**src/rtl/tff_bank_ctrl_pkg.sv**
```systemverilog
// Shared types and constants for the TFF bank load controller.
package tff_bank_ctrl_pkg;

  localparam int DEFAULT_WIDTH = 8;

  typedef enum logic [1:0] {
    IDLE = 2'b00,
    SCAN = 2'b01,
    DONE = 2'b10
  } state_t;

endpackage

```
**src/rtl/tff_cell.sv**
```systemverilog
// Single T flip-flop: toggles on the rising edge when t is high, async active-low clear.
module tff_cell (
  input  logic clk,
  input  logic rst_n,
  input  logic t,
  output logic q
);

  always_ff @(posedge clk or negedge rst_n) begin
    if (!rst_n) begin
      q <= 1'b0;
    end else if (t) begin
      q <= ~q;
    end
  end

endmodule

```
**src/rtl/tff_bank_ctrl.sv**
```systemverilog
// Drives a bank of T flip-flops to a requested target using toggle-only access.
// Serial (one bit per cycle, LSB first) by default; TFF_BANK_CTRL_PARALLEL_EN does all bits in one cycle.
module tff_bank_ctrl
  import tff_bank_ctrl_pkg::*;
#(
  parameter int WIDTH = DEFAULT_WIDTH,
  parameter int CNTW  = $clog2(WIDTH + 1)
) (
  input  logic             clk,
  input  logic             rst_n,
  input  logic             start_valid,
  output logic             start_ready,
  input  logic [WIDTH-1:0] target,
  input  logic             abort,
  output logic [WIDTH-1:0] q,
  output logic             busy,
  output logic             done,
  output logic [CNTW-1:0]  toggle_cnt,
  output state_t           state_dbg
);

  // Handshake: a request is taken on any rising edge where start_valid and
  // start_ready are both high; start_ready is high only in IDLE, and requests
  // presented while not ready are dropped, not queued.

  state_t           state;
  logic [WIDTH-1:0] tgt_r;
  logic [WIDTH-1:0] t;

  assign state_dbg = state;

`ifdef TFF_BANK_CTRL_PARALLEL_EN
  logic [CNTW-1:0] pop;

  always_comb begin
    t = '0;
    if (state == SCAN && !abort) begin
      t = q ^ tgt_r;
    end
  end

  always_comb begin
    pop = '0;
    for (int i = 0; i < WIDTH; i++) begin
      pop = pop + CNTW'(q[i] ^ tgt_r[i]);
    end
  end
`else
  localparam int IDXW = (WIDTH > 1) ? $clog2(WIDTH) : 1;

  logic [IDXW-1:0] idx;
  logic [CNTW-1:0] cnt;
  logic            t_sel;
  logic            last;

  // Only the bit under the index is ever allowed to toggle.
  assign t_sel = q[idx] ^ tgt_r[idx];
  assign last  = (idx == IDXW'(WIDTH - 1));

  always_comb begin
    t = '0;
    if (state == SCAN && !abort) begin
      t[idx] = t_sel;
    end
  end
`endif

  for (genvar i = 0; i < WIDTH; i++) begin : g_cell
    tff_cell u_cell (
      .clk   (clk),
      .rst_n (rst_n),
      .t     (t[i]),
      .q     (q[i])
    );
  end

  always_ff @(posedge clk or negedge rst_n) begin
    if (!rst_n) begin
      state       <= IDLE;
      start_ready <= 1'b1;
      busy        <= 1'b0;
      done        <= 1'b0;
      toggle_cnt  <= '0;
      tgt_r       <= '0;
`ifndef TFF_BANK_CTRL_PARALLEL_EN
      idx         <= '0;
      cnt         <= '0;
`endif
    end else begin
      case (state)
        IDLE: begin
          done <= 1'b0;
          if (start_valid && start_ready) begin
            tgt_r       <= target;
            state       <= SCAN;
            start_ready <= 1'b0;
            busy        <= 1'b1;
`ifndef TFF_BANK_CTRL_PARALLEL_EN
            idx         <= '0;
            cnt         <= '0;
`endif
          end
        end
        SCAN: begin
          if (abort) begin
            // Partial q stays as-is and toggle_cnt keeps the last completed result.
            state       <= IDLE;
            start_ready <= 1'b1;
            busy        <= 1'b0;
`ifdef TFF_BANK_CTRL_PARALLEL_EN
          end else begin
            toggle_cnt <= pop;
            state      <= DONE;
            busy       <= 1'b0;
            done       <= 1'b1;
          end
`else
          end else if (last) begin
            toggle_cnt <= cnt + CNTW'(t_sel);
            state      <= DONE;
            busy       <= 1'b0;
            done       <= 1'b1;
          end else begin
            cnt <= cnt + CNTW'(t_sel);
            idx <= idx + IDXW'(1);
          end
`endif
        end
        DONE: begin
          done        <= 1'b0;
          start_ready <= 1'b1;
          state       <= IDLE;
        end
        default: begin
          state       <= IDLE;
          start_ready <= 1'b1;
          busy        <= 1'b0;
          done        <= 1'b0;
        end
      endcase
    end
  end

endmodule

```
**config.mk**
```make
export PLATFORM = sky130hd
export DESIGN_NAME = tff_bank_ctrl
export DESIGN_NICKNAME = d
export VERILOG_FILES = /design/src/rtl/tff_bank_ctrl_pkg.sv /design/src/rtl/tff_cell.sv /design/src/rtl/tff_bank_ctrl.sv
export SDC_FILE = /design/constraint.sdc
export NUM_CORES = 1
export LEC_CHECK = 0
export CAP_MARGIN = 10
export CORE_MARGIN = 10
export CORE_UTILIZATION = 56
export DETAILED_ROUTE_END_ITERATION = 7
export DONT_BUFFER_PORTS = 1
export PLACE_DENSITY = 0.84
export SLEW_MARGIN = 20
export SYNTH_ARGS = -nofsm -noshare
export SYNTH_HDL_FRONTEND = slang
export SYNTH_SLANG_ARGS = --single-unit
```
**constraint.sdc**
```tcl
create_clock -name clk -period 2.1 [get_ports clk]
set_input_delay 0.42 -clock clk [delete_from_list [all_inputs] [get_ports clk]]
set_output_delay 0.42 -clock clk [all_outputs]
set_load 0.05 [all_outputs]
```
==> metrics.md <==
| Metric | Value |
|---|---|
| Hold EP | tgt_r[3]$_DFFE_PN0P_ |
| DR vias | 1151 |
| FP Rows | 19 |
| Synth Register Bits | 32 |
| Pre-CTS WS | -0.0809 ns |
| YS warnings | 0 |
| Min-delay src | target[3] |
| Reg-to-reg startpoint | idx[1]$_DFFE_PN0P_ |
| Synth Flop Type | dfrtp_1 |
| Clk sinks | 32 |
| Post-Route WL | 3430 um |
| Placed cell areas | 1700 um2 |
| Number of synthesized flops with an enable pin | 0 |
| Layout area overhead | 13.9% |
| Mean number of vias per cell | 5.73 |
| CTS tree | yes |
| R2R depth | 8 |
| Final hold slack | 0.187 ns |
| Netlist cell types | 41 |
| Failing checks | setup timing |
| DRC Markers | 0 |
| Element type at the critical path end | flip-flop |
| Top routing layer in use | met4 |
| Syn_area_per_cell | 10.4 um2 |
| Total grt overflow | 0 |
| Port buffer count | 0 |
| Slew margin rel. | 66.7% |
| Layout Cell Area excl Fill | 1840 um2 |
| Worst slew pin tran | 0.499 ns |
| RSZ-0062 raised after global routing | true |
| Die area | 5430 um2 |
| Final cell count without fillers | 201 |
| Status | complete, but fails checks |
| Hold Path Cell Cnt | 2 |
| Netlist Area Pre-Place | 1620 um2 |
| Pleak | 0.936 nW |
| Commonest non-fill, non-tap cell in the layout | nand2_1 |
| GRT Total Usage | 13.3% |
| CP Max Fanout | 10 |
| CORE AREA | 2760 um2 |
| Wl on met1 | 1410 um |
| Multi-input logic area | 751 um2 |
| Clk_skew | 0.00348 ns |
| FMAX | 468 MHz |
| First-pass GRT wire length | 5530 um |
| DR WL/cell | 17.0 um |
| Power Total | 0.997 mW |
| Req. time, crit path | 2.33 ns |
| Largest net degree at the start of global routing | 33 |
| RR Endpoint | toggle_cnt[1]$_DFFE_PN0P_ |
| Period utilization | 102% |
| I/O Pins | 29 |
| WP data arrival | 2.36 ns |
| Clock slew at reported path FFs | 0.10 ns |
| Final ANT Viol Nets | 0 |
| Post-Syn Instances | 155 |
| Post-layout min period | 2.14 ns |
| Post-synth ARST share | 100% |
| Number of fill cells in the layout | 221 |
| CTS root buffer | clkbuf_4 |
| Initial antenna violation count | 0 |
| Starting density of the core | 58.6% |
| HPWL after DPL | 2510 um |
| Total CTS buffers | 5 |
| Die width | 73.7 um |
| DRT iter0 DRCs | 45 |
| Antenna diode count | 0 |
| Met2 routed WL | 1650 um |
| Syn_nets | 171 |
| Drt first pass iters | 4 |
| Setup violators final | 1 |
| Post-route setup slack | -0.0376 ns |
| Layout cells sized above 1 | 30.0% |
| GP Congestion | 0.840 |
| Type of the most critical hold path | in -> reg |
| Die height | 73.7 um |
| Placed Instances | 189 |
| Clk buf depth | 2 |
| Final net count | 185 |
| Vias in the first global route | 1170 |
| CP startpoint kind | flip-flop |
| Final hold vios | 0 |
| Post-synthesis sequential area ratio | 49.7% |
| Worst setup path category | reg -> reg |
| Slew Limit Fails | 0 |
| Commonest cells after routing, fill and taps aside | nand2_1 (37), dfrtp_1 (29), buf_4 (18), nor2_1 (7), mux2_2 (6) |
| Max VDD drop | 0.604 mV |
| WL met3 | 311 um |
| Clk_lat worst skew | 0.33 ns |
| Reg2Reg Setup Slack | -0.04 ns |
| Power Density | 542 nW/um2 |
| Max_cap viols | 0 |
| # H-tree levels | 2 |
| Sequential cell area | 805 um2 |
-- synthesized netlist by cell type (2+ instances only) --
library cell / count / area [um2]
nor3b_2: 2 / 25.0
nor2b_1: 2 / 12.5
inv_1: 2 / 7.51
nand3_1: 7 / 35.0
nand2b_1: 3 / 18.8
buf_4: 10 / 75.1
nor2_1: 7 / 26.3
dfrtp_1: 31 / 776
mux2i_1: 3 / 30.0
a21oi_1: 4 / 20.0
buf_2: 2 / 10.0
mux2_1: 2 / 22.5
nand2_1: 37 / 139
xnor2_1: 2 / 17.5
o21ai_0: 5 / 25.0
mux2_2: 7 / 78.8
ha_1: 4 / 50.1
o21ai_1: 2 / 10.0
-- registers in the layout, indices dropped and copies added, names as in the netlist --
signal	count
idx	3
g_cell.u_cell.q	8
state_dbg	2
cnt	4
done	1
tgt_r	8
toggle_cnt	4
start_ready	1
busy	1
-- per-stage QoR --
step | util, % | setup TNS, ns
2_1_floorplan | - | 0
3_3_place_gp | 61.5 | 0
3_5_place_dp | 61.5 | -0.174
4_1_cts | 65.0 | -0.0190
5_1_grt | 66.7 | -0.736
6_report | 66.7 | -0.0376
-- cell families after synthesis --
| kind of cell | after synthesis | share of synthesized area, % |
|---|---|---|
| multiplexers | 14 | 11.2 |
| buffers and inverters | 16 | 6.66 |
| XOR/XNOR | 3 | 1.63 |
| AND/OR/NAND/NOR | 70 | 22.0 |
| adder cells (fa/ha/maj) | 4 | 3.10 |
| flip-flops | 32 | 49.7 |
| AO/OA/AOI/OAI | 16 | 5.81 |
-- final cells by class --
type,count,area share [%]
Clock inverter,2,0.544
Multi-Input combinational cell,107,40.8
Inverter,2,0.408
Clock buffer,6,2.79
Timing Repair Buffer,21,9.59
Sequential cell,32,43.7
Tap cell,31,2.11
-- critical path, stage by stage, from the launching register on --
cell     delay [ns]
dfrtp_2        0.45
buf_6          0.15
and4b_1        0.17
a31oi_1        0.25
nand3_2        0.15
xnor2_2        0.17
ha_2           0.23
ha_4           0.21
mux2_4         0.25
-- power by group --
group | switching [mW] | total [mW] | internal, mW
combinational | 0.0120 | 0.0176 | 0.00560
clock | 0.205 | 0.364 | 0.159
sequential | 0 | 0.616 | 0.616
total | 0.217 | 0.997 | 0.780
-- routing by layer --
layer | vias up | global-route usage [%]
met5 | - | 0
met4 | 0 | 7.45
met3 | 5 | 6.19
met2 | 34 | 20.1
met1 | 559 | 15.3
li1 | 553 | -
-- worst max path at each step --
| stage | from | slack, ns | cells past startpoint | end |
|---|---|---|---|---|
| 6_report | idx[1]$_DFFE_PN0P_ | -0.04 | 8 | toggle_cnt[1]$_DFFE_PN0P_ |
| 4_1_cts | idx[1]$_DFFE_PN0P_ | -0.02 | 8 | toggle_cnt[1]$_DFFE_PN0P_ |
| 3_5_place_dp | idx[1]$_DFFE_PN0P_ | -0.08 | 6 | toggle_cnt[1]$_DFFE_PN0P_ |
| 5_1_grt | idx[1]$_DFFE_PN0P_ | -0.14 | 8 | toggle_cnt[1]$_DFFE_PN0P_ |
| 3_3_place_gp | idx[1]$_DFFE_PN0P_ | 0.004 | 6 | toggle_cnt[1]$_DFFE_PN0P_ |
| 2_1_floorplan | idx[1]$_DFFE_PN0P_ | 0.001 | 7 | toggle_cnt[1]$_DFFE_PN0P_ |
-- what timing repair did --
action | 4_1_cts | 5_1_grt
pin swaps | 1 | 4
gates resized for setup | 4 | 7
setup buffers | 0 | 2
hold buffers | 2 | 0
endpoints found under the setup margin | 4 | 7
hold endpoints to repair | 32 | 0
Note: power is estimated with default switching activity, not from simulation.
